$ cat src/rtl/ps2_command_tx.sv
// ps2_command_tx
// Host-to-device PS/2 transmitter. Takes command bytes over a valid/ready
// interface, performs the PS/2 request-to-send sequence, shifts the byte,
// odd parity and stop bit out on device-generated clock falling edges,
// samples the device acknowledge bit and returns one ack/error result per
// command over a second valid/ready interface.
//
// Ports:
//   clk                 system clock
//   reset               synchronous, active-high reset
//   command_ready       block can accept a command byte (combinational)
//   command_valid       command byte offered
//   command_byte        byte to transmit
//   command_ack_ready   consumer takes the ack result
//   command_ack_valid   ack result pending
//   command_ack_error   qualifies ack: 1 = NACK or timeout
//   ps2_clk_in          raw PS/2 clock pad level (asynchronous)
//   ps2_data_in         raw PS/2 data pad level (asynchronous)
//   ps2_clk_drive_low   1 = pull PS/2 clock low, 0 = release
//   ps2_data_drive_low  1 = pull PS/2 data low, 0 = release
//   busy                transmit in progress
//
// Build option:
//   PS2_TX_FILTER_EN    when defined, the synced PS/2 clock passes through a
//                       FILTER_CYCLES-sample stability filter before edge
//                       detection.

module ps2_command_tx #(
   parameter int unsigned INHIBIT_CYCLES = 2700,
   parameter int unsigned TIMEOUT_CYCLES = 405000,
   parameter int unsigned FILTER_CYCLES  = 8
) (
   input  logic       clk,
   input  logic       reset,
   output logic       command_ready,
   input  logic       command_valid,
   input  logic [7:0] command_byte,
   input  logic       command_ack_ready,
   output logic       command_ack_valid,
   output logic       command_ack_error,
   input  logic       ps2_clk_in,
   input  logic       ps2_data_in,
   output logic       ps2_clk_drive_low,
   output logic       ps2_data_drive_low,
   output logic       busy
);

   localparam int unsigned InhW = (INHIBIT_CYCLES > 1) ? $clog2(INHIBIT_CYCLES) : 1;
   localparam int unsigned ToW  = (TIMEOUT_CYCLES > 1) ? $clog2(TIMEOUT_CYCLES) : 1;
   localparam logic [InhW-1:0] InhLast = InhW'(INHIBIT_CYCLES - 1);
   localparam logic [ToW-1:0]  ToLast  = ToW'(TIMEOUT_CYCLES - 1);

   typedef enum logic [2:0] {
      StIdle,
      StInhibit,
      StRequest,
      StShift,
      StAckSample,
      StWaitIdle,
      StResult
   } state_e;

   state_e          r_state;
   logic [7:0]      r_byte;
   logic            r_parity;
   logic [InhW-1:0] r_inh_cnt;
   logic [ToW-1:0]  r_to_cnt;
   logic [3:0]      r_bit_cnt;
   logic            r_nack;
   logic            r_clk_low;
   logic            r_data_low;
   logic            r_busy;
   logic            r_ack_valid;
   logic            r_ack_error;

   logic            r_clk_meta;
   logic            r_clk_sync;
   logic            r_data_meta;
   logic            r_data_sync;
   logic            r_clk_prev;

   logic            w_clk_level;
   logic            w_clk_fall;
   logic            w_accept;
   logic            w_active;
   logic            w_timeout;

   // Two-flop synchronisers; idle bus level is high.
   always_ff @(posedge clk) begin
      if (reset) begin
         r_clk_meta  <= 1'b1;
         r_clk_sync  <= 1'b1;
         r_data_meta <= 1'b1;
         r_data_sync <= 1'b1;
      end else begin
         r_clk_meta  <= ps2_clk_in;
         r_clk_sync  <= r_clk_meta;
         r_data_meta <= ps2_data_in;
         r_data_sync <= r_data_meta;
      end
   end

`ifdef PS2_TX_FILTER_EN
   localparam int unsigned FiltW = (FILTER_CYCLES > 1) ? $clog2(FILTER_CYCLES) : 1;
   localparam logic [FiltW-1:0] FiltLast = FiltW'(FILTER_CYCLES - 1);

   logic [FiltW-1:0] r_filt_cnt;
   logic             r_clk_filt;

   // The filtered level flips only after FILTER_CYCLES consecutive samples
   // that disagree with it; any agreeing sample restarts the count.
   always_ff @(posedge clk) begin
      if (reset) begin
         r_filt_cnt <= '0;
         r_clk_filt <= 1'b1;
      end else if (r_clk_sync == r_clk_filt) begin
         r_filt_cnt <= '0;
      end else if (r_filt_cnt == FiltLast) begin
         r_filt_cnt <= '0;
         r_clk_filt <= r_clk_sync;
      end else begin
         r_filt_cnt <= r_filt_cnt + 1'b1;
      end
   end

   assign w_clk_level = r_clk_filt;
`else
   logic w_unused_filter;
   assign w_unused_filter = ^FILTER_CYCLES;
   assign w_clk_level     = r_clk_sync;
`endif

   always_ff @(posedge clk) begin
      if (reset) begin
         r_clk_prev <= 1'b1;
      end else begin
         r_clk_prev <= w_clk_level;
      end
   end

   assign w_clk_fall = r_clk_prev & ~w_clk_level;

   assign command_ready = ~reset & (r_state == StIdle) & ~r_ack_valid;
   assign w_accept      = command_valid & command_ready;

   // States covered by the line-idle timeout.
   assign w_active  = (r_state == StRequest) || (r_state == StShift) ||
                      (r_state == StAckSample) || (r_state == StWaitIdle);
   assign w_timeout = (r_to_cnt == ToLast);

   always_ff @(posedge clk) begin
      if (reset) begin
         r_state     <= StIdle;
         r_byte      <= '0;
         r_parity    <= 1'b0;
         r_inh_cnt   <= '0;
         r_to_cnt    <= '0;
         r_bit_cnt   <= '0;
         r_nack      <= 1'b0;
         r_clk_low   <= 1'b0;
         r_data_low  <= 1'b0;
         r_busy      <= 1'b0;
         r_ack_valid <= 1'b0;
         r_ack_error <= 1'b0;
      end else if (w_active && w_timeout) begin
         // Abandon the transfer: release both lines and report an error.
         r_clk_low   <= 1'b0;
         r_data_low  <= 1'b0;
         r_ack_valid <= 1'b1;
         r_ack_error <= 1'b1;
         r_state     <= StResult;
      end else begin
         // Never wraps: the counter is abandoned once it reaches ToLast.
         if (w_active) begin
            r_to_cnt <= r_to_cnt + 1'b1;
         end
         unique case (r_state)
            StIdle: begin
               if (w_accept) begin
                  r_byte    <= command_byte;
                  r_parity  <= ~^command_byte;
                  r_inh_cnt <= '0;
                  r_clk_low <= 1'b1;
                  r_busy    <= 1'b1;
                  r_state   <= StInhibit;
               end
            end
            StInhibit: begin
               if (r_inh_cnt == InhLast) begin
                  r_data_low <= 1'b1;
                  r_to_cnt   <= '0;
                  r_state    <= StRequest;
               end else begin
                  r_inh_cnt <= r_inh_cnt + 1'b1;
               end
            end
            StRequest: begin
               r_clk_low <= 1'b0;
               if (w_clk_fall) begin
                  r_data_low <= ~r_byte[0];
                  r_bit_cnt  <= 4'd1;
                  r_state    <= StShift;
               end
            end
            StShift: begin
               if (w_clk_fall) begin
                  if (r_bit_cnt < 4'd8) begin
                     r_data_low <= ~r_byte[r_bit_cnt[2:0]];
                  end else if (r_bit_cnt == 4'd8) begin
                     r_data_low <= ~r_parity;
                  end else begin
                     // Stop bit: release data so the device can drive ack.
                     r_data_low <= 1'b0;
                     r_state    <= StAckSample;
                  end
                  r_bit_cnt <= r_bit_cnt + 1'b1;
               end
            end
            StAckSample: begin
               if (w_clk_fall) begin
                  r_nack  <= r_data_sync;
                  r_state <= StWaitIdle;
               end
            end
            StWaitIdle: begin
               if (r_clk_sync && r_data_sync) begin
                  r_ack_valid <= 1'b1;
                  r_ack_error <= r_nack;
                  r_state     <= StResult;
               end
            end
            StResult: begin
               if (command_ack_ready) begin
                  r_ack_valid <= 1'b0;
                  r_ack_error <= 1'b0;
                  r_busy      <= 1'b0;
                  r_state     <= StIdle;
               end
            end
            default: begin
               r_state <= StIdle;
            end
         endcase
      end
   end

   assign ps2_clk_drive_low  = r_clk_low;
   assign ps2_data_drive_low = r_data_low;
   assign busy               = r_busy;
   assign command_ack_valid  = r_ack_valid;
   assign command_ack_error  = r_ack_error;

endmodule

$ cat config.mk
export PLATFORM = sky130hd
export DESIGN_NAME = ps2_command_tx
export DESIGN_NICKNAME = d
export VERILOG_FILES = /design/src/rtl/ps2_command_tx.sv
export SDC_FILE = /design/constraint.sdc
export NUM_CORES = 1
export LEC_CHECK = 0
export CORE_MARGIN = 1
export CORE_UTILIZATION = 55
export CTS_CLUSTER_DIAMETER = 60
export DETAILED_ROUTE_END_ITERATION = 8
export PLACE_DENSITY_LB_ADDON = 0.12
export SETUP_SLACK_MARGIN = 0.4
export SYNTH_ARGS = -nofsm -noshare
export SYNTH_HDL_FRONTEND = slang
export SYNTH_SLANG_ARGS = --single-unit
$ cat constraint.sdc
create_clock -name clk -period 2.9 [get_ports clk]
set_input_delay 0.58 -clock clk [delete_from_list [all_inputs] [get_ports clk]]
set_output_delay 0.58 -clock clk [all_outputs]
set_load 0.01 [all_outputs]
Word level (Yosys, flattened, before mapping):

Cells that the tools add are included.

* bits in registers: 58
* input bits: 14
* output and inout bits: 6

* equal/unequal tests: 28
* reduce and logical (&&, ||, !) cells: 24
* mux-type cells: 38
* add/sub/neg operators: 3
* order comparisons: 2
* bitwise logic cells: 11

Operators by type and width (number)
* 2-to-1 mux 19 bit: 3
* 2-to-1 mux 3 bit: 10
* 2-to-1 mux 12 bit: 2
* case mux 12 bit (2 select lines): 1
* case mux 3 bit (7 select lines): 1
* adder 19 x 1 -> 19 bit, second input constant: 1
* == test 19 bit, second input constant: 1
* != test 2 bit, second input constant: 9
* AND reduction 9 bit: 2
* AND reduction 4 bit: 4
* adder 12 x 1 -> 12 bit, second input constant: 1
* == test 12 bit, second input constant: 1
* 2-to-1 mux 1 bit: 12
* != test 3 x 2 -> 1 bit, second input constant: 4
* != test 3 bit, second input constant: 4
* == test 3 bit, second input constant: 3
* AND reduction 3 bit: 3
* 2-to-1 mux 4 bit: 2
* case mux 1 bit (2 select lines): 4
* case mux 4 bit (2 select lines): 1
* nonzero test 2 bit: 4
* XNOR reduction 8 bit: 1
* inverter 1 bit: 7
* == test 3 x 2 -> 1 bit, second input constant: 2
* 16 further kinds: 23

Depth between registers and ports, before layout:

* word-level depth: 7
* gate-level depth with buffers: 8
* depth with buffers taken out: 7

Worst setup path before layout:

No wires, ideal clock.

* kind: register to register
* start: reg r_to_cnt[4]
* end: reg r_bit_cnt[3]
* cell stages (with the launch flop): 7
* buffers on the path: 1
* required time: 2.843 ns
* arrival: 2.064 ns
* setup slack: 0.778 ns
* period minus slack after synthesis: 2.122 ns
* cell sequence: dfxtp_1 > or4b_1 > or4_4 > or3_1 > buf_2 > a311oi_2 > a21o_1

* longest elaborated chain between the ends: 4

RTL lines
* from (decl): RTL line 67 `logic [ToW-1:0] r_to_cnt;`
* from (signal assigned): RTL line 175 `r_to_cnt <= r_to_cnt + 1'b1;`
* == test 19 bit: RTL line 149 `assign w_timeout = (r_to_cnt == ToLast);`
* logical AND 1 bit: RTL line 165 `end else if (w_active && w_timeout) begin`
* inverter 1 bit (no line)
* AND reduction 4 bit (no line)
* to (signal assigned): RTL line 216 `r_bit_cnt <= r_bit_cnt + 1'b1;`
* to (decl): RTL line 68 `logic [3:0] r_bit_cnt;`

No other way between the ends.
A chain may end at the register's enable or synchronous reset.

Worst setup path in the final report:

* start: in reset
* end: out command_ready

* longest elaborated chain between the ends: 3

RTL lines
* from (decl): RTL line 34 `input logic reset,`
* inverter 1 bit: RTL line 143 `assign command_ready = ~reset & (r_state == StIdle) & ~r_ack_valid;`
* bitwise AND 1 bit (2 in a row): RTL line 143
* to (decl): RTL line 35 `output logic command_ready,`

No other way between the ends.

==> summary.md <==
| Metric | Value |
|---|---|
| Worst-case clock buffer depth | `2` |
| Critical path class | `input pin to output pin` |
| Design area | `roughly 3400 sq um` |
| Clk_lat worst skew | `0.35 ns` |
| Detailed Place HPWL | `slightly above 4000 microns` |
| Fin Hold WS | `about 0.41 ns` |
| Most used cell, CP | `clkdlybuf4s50_1` |
| Post-route DRC | `0` |
| # Post-CTS Setup Buffers | `0` |
| DRT Pass-1 Iters | `4` |
| WL per Instance | `13.5 microns` |
| Setup slack, reg-to-reg | `0.51 ns` |
| Vias in the first global route | `approximately 2200` |
| Starting DRT DRC Count | `approximately 150` |
| Post-Syn Instances | `~340` |
| Tcrit/Tclk final | `84.0%` |
| CTS root buf | `clkbuf_8` |
| Primary FF master, synth | `dfxtp_1` |
| Setup_tns | `0 ns` |
| Hold Path Depth | `1` |
| Max-cap violations | `0` |
| CP startpoint kind | `input pin` |
| Sw frac | `23.5%` |
| Post-synthesis sequential area ratio | `about two fifths` |
| Routed vias/inst | `~5.7` |
| First-pass GRT wire length | `9970 microns` |
| Final net count | `380` |
| Post-synth EDFFs | `0` |
| Top Ports | `20` |
| Share of cells above drive strength 1 | `9.81%` |
| FF-to-FF path depth | `5` |
| Slew Viols, Final | `0` |
| Crit. End Element | `output pin` |
| Clock Skew | `between 0.01 and 0.015 ns` |
| Synthesized netlist net count | `~360` |
| Total track usage | `approximately a quarter` |
| #FFs+latches synth | `58` |
| Num CTS Buffers | `9` |
| Die width | `74.9 microns` |
| Int Power | `roughly 1.3 mW` |
| Placement Cell Area | `approximately 3200 sq um` |
| DIE HEIGHT | `between 70 and 80 microns` |
| CTS H-tree depth | `3` |
| Psw | `just over 0.4 mW` |
| Average cell area after synthesis | `roughly 8.6 sq um` |
| Fmax | `410 MHz` |
| Setup Viol. Count Final | `0` |
| ANT cells | `0` |
| TritonCTS Sinks | `just under 60` |
| Min Tclk post-route | `~2.4 ns` |
| Largest net degree at the start of global routing | `33` |
| RSZ-0062 raised after global routing | `false` |
| Netlist cell types | `52` |
| Required @ worst endpoint | `2.32 ns` |
| RePlAce Congestion | `about 0.86` |
| Antenna violations before repair | `0` |
| Reg power frac | `between 40 and 50%` |
| Tightest Pin Transition | `around 0.64 ns` |
| Hold Path Class | `flip-flop to flip-flop` |
| Routed WL | `around 5900 microns` |
| Leakage | `~1.2 nW` |
| Initial core utilization | `57.2%` |
| Slowest cell delay on critical path | `approximately 0.58 ns` |
| CP Data Arrival Time | `about 1.9 ns` |
| # port buffers | `19` |
| Die ar. | `between 5000 and 6000 sq um` |
| Status | `finished, final reports clean` |
| Clock power frac | `44.6%` |
| Core Util, Final | `approximately two thirds` |
| DR vias | `2491` |
| Site Rows | `26` |
| Crit-path slowest cell | `clkdlybuf4s50_1` |
| Area Growth Syn to Fin | `16.8%` |
| Maximum VDD drop | `0.342 mV` |
| PwrDens | `between 500 and 600 nW/um^2` |
| Core Area | `5110 sq um` |
| Area of the mapped netlist | `2920 sq um` |
| CTS tree | `built` |
| Clk pin slew, worst setup/hold paths | `roughly 0.060 ns` |
| Ys async rst share | `0%` |
| Combinational share of power | `~7.5%` |
| Worst-path maximum fanout | `3` |
| Syn. warnings | `0` |
| Antenna-violating nets left | `0` |
| Overall power | `between 1.5 and 2 mW` |
| Slew margin rel. | `between 50% and 60%` |
| CP cell instances | `clkdlybuf4s50_1, nor4b_1, clkdlybuf4s50_1` |
| Final Hold Fails | `0` |
| Hold Buf Count CTS | `0` |
| Grt ovf | `0` |
critical path, delay by kind of cell:
family	cells	cell delay, ns
buffers and inverters	2	1.03
and+or+nand+nor	1	0.25
sequential cells by signal, summed over array words and instances, names as in the netlist, 3 cells and up:
name	cells
r_inh_cnt	12
r_bit_cnt	4
r_to_cnt	19
r_state	3
r_byte	8
cell usage in the layout (no fill, tap or decap), types with 6 or more instances in the layout:
cell type,n
clkbuf_8,11
xor2_1,16
buf_4,8
mux2i_1,11
clkdlybuf4s50_1,19
nor2_1,43
or2_2,6
nor2b_1,6
nand3_1,11
dfxtp_1,58
or3_1,8
a21oi_1,14
nor3_1,10
nand2b_1,6
o2111ai_1,7
o21ai_0,13
xnor2_1,14
nand2_1,17
inv_1,16
cells by family (layout without fill, tap and decap cells):
kind of cell,Yosys count,after routing,share of synthesized area [%]
compound gates,64,64,15.1
xor+xnor,30,30,9.00
fa+ha+maj,4,4,1.71
buf+inv,31,59,4.03
flops,58,58,39.8
mux,13,13,5.31
simple gates,139,139,25.1
timing repair:
action,4_1_cts,5_1_grt
endpoints found under the hold margin,0,0
endpoints found under the setup margin,0,1
gates resized for setup,0,1
cell type report:
| cell class | count | area, sq um |
|---|---|---|
| repair buffers | 27 | 250 |
| clock inverters | 4 | 50.0 |
| inverters | 16 | 60.1 |
| multi-input cells | 250 | 1650 |
| well taps | 70 | 87.6 |
| flip-flops and latches | 58 | 1160 |
| clock buffers | 12 | 155 |
| fillers | 454 | 1700 |
path summary, 6_finish.rpt:
check	end	start
worst min register to register	r_data_sync	r_data_meta
worst max-delay path	command_ready	reset
worst max register to register	r_bit_cnt[3]	r_to_cnt[4]
worst min-delay path	r_data_sync	r_data_meta
stage by stage:
stage	instances	worst slack, ns
CTS	437	0.451
global route	437	0.414
floorplan	339	0.778
detailed placement	421	0.457
global placement	421	0.445
finish	437	0.463
power by group through the flow:
| stage | logic (mW) | registers (mW) | clock network [mW] |
|---|---|---|---|
| after global placement | 0.127 | 0.845 | 0 |
| after global routing | 0.145 | 0.831 | 0.817 |
| after detailed placement | 0.129 | 0.846 | 0 |
| final | 0.130 | 0.828 | 0.771 |
| after CTS | 0.130 | 0.828 | 0.787 |
| after floorplan | 0.0847 | 0.841 | 0 |
routing by layer:
layer | GRT usage (%) | routed length (microns) | vias to the layer above
met4 | 10.1 | 65 | 0
met1 | 30.5 | 2840 | 1175
li1 | - | - | 1265
met5 | 0 | 0 | -
met3 | 7.50 | 272 | 7
met2 | 36.9 | 2730 | 44
synth_stat cells, types with 3 or more instances:
cell type | number | area [sq um]
inv_1 | 16 | 60.1
nor3_1 | 10 | 50.1
nand2_1 | 17 | 63.8
clkbuf_1 | 11 | 41.3
o31ai_1 | 3 | 22.5
xor2_1 | 16 | 140
and2_1 | 3 | 18.8
or2_2 | 6 | 37.5
nor4b_1 | 3 | 26.3
a211oi_1 | 4 | 30.0
nor2b_1 | 6 | 37.5
o211ai_1 | 5 | 37.5
nand2b_1 | 6 | 37.5
dfxtp_1 | 58 | 1160
buf_1 | 3 | 11.3
o21ai_0 | 13 | 65.1
nand3_1 | 11 | 55.1
nor2_1 | 43 | 161
ha_1 | 4 | 50.1
and3_1 | 4 | 25.0
or3_1 | 8 | 50.1
o2111ai_1 | 7 | 61.3
xnor2_1 | 14 | 123
a21oi_1 | 14 | 70.1
nor4_1 | 5 | 31.3
a2111oi_0 | 3 | 26.3
mux2i_1 | 11 | 110
nand4_1 | 5 | 31.3
No activity file was read; power rests on OpenSTA's default activity.
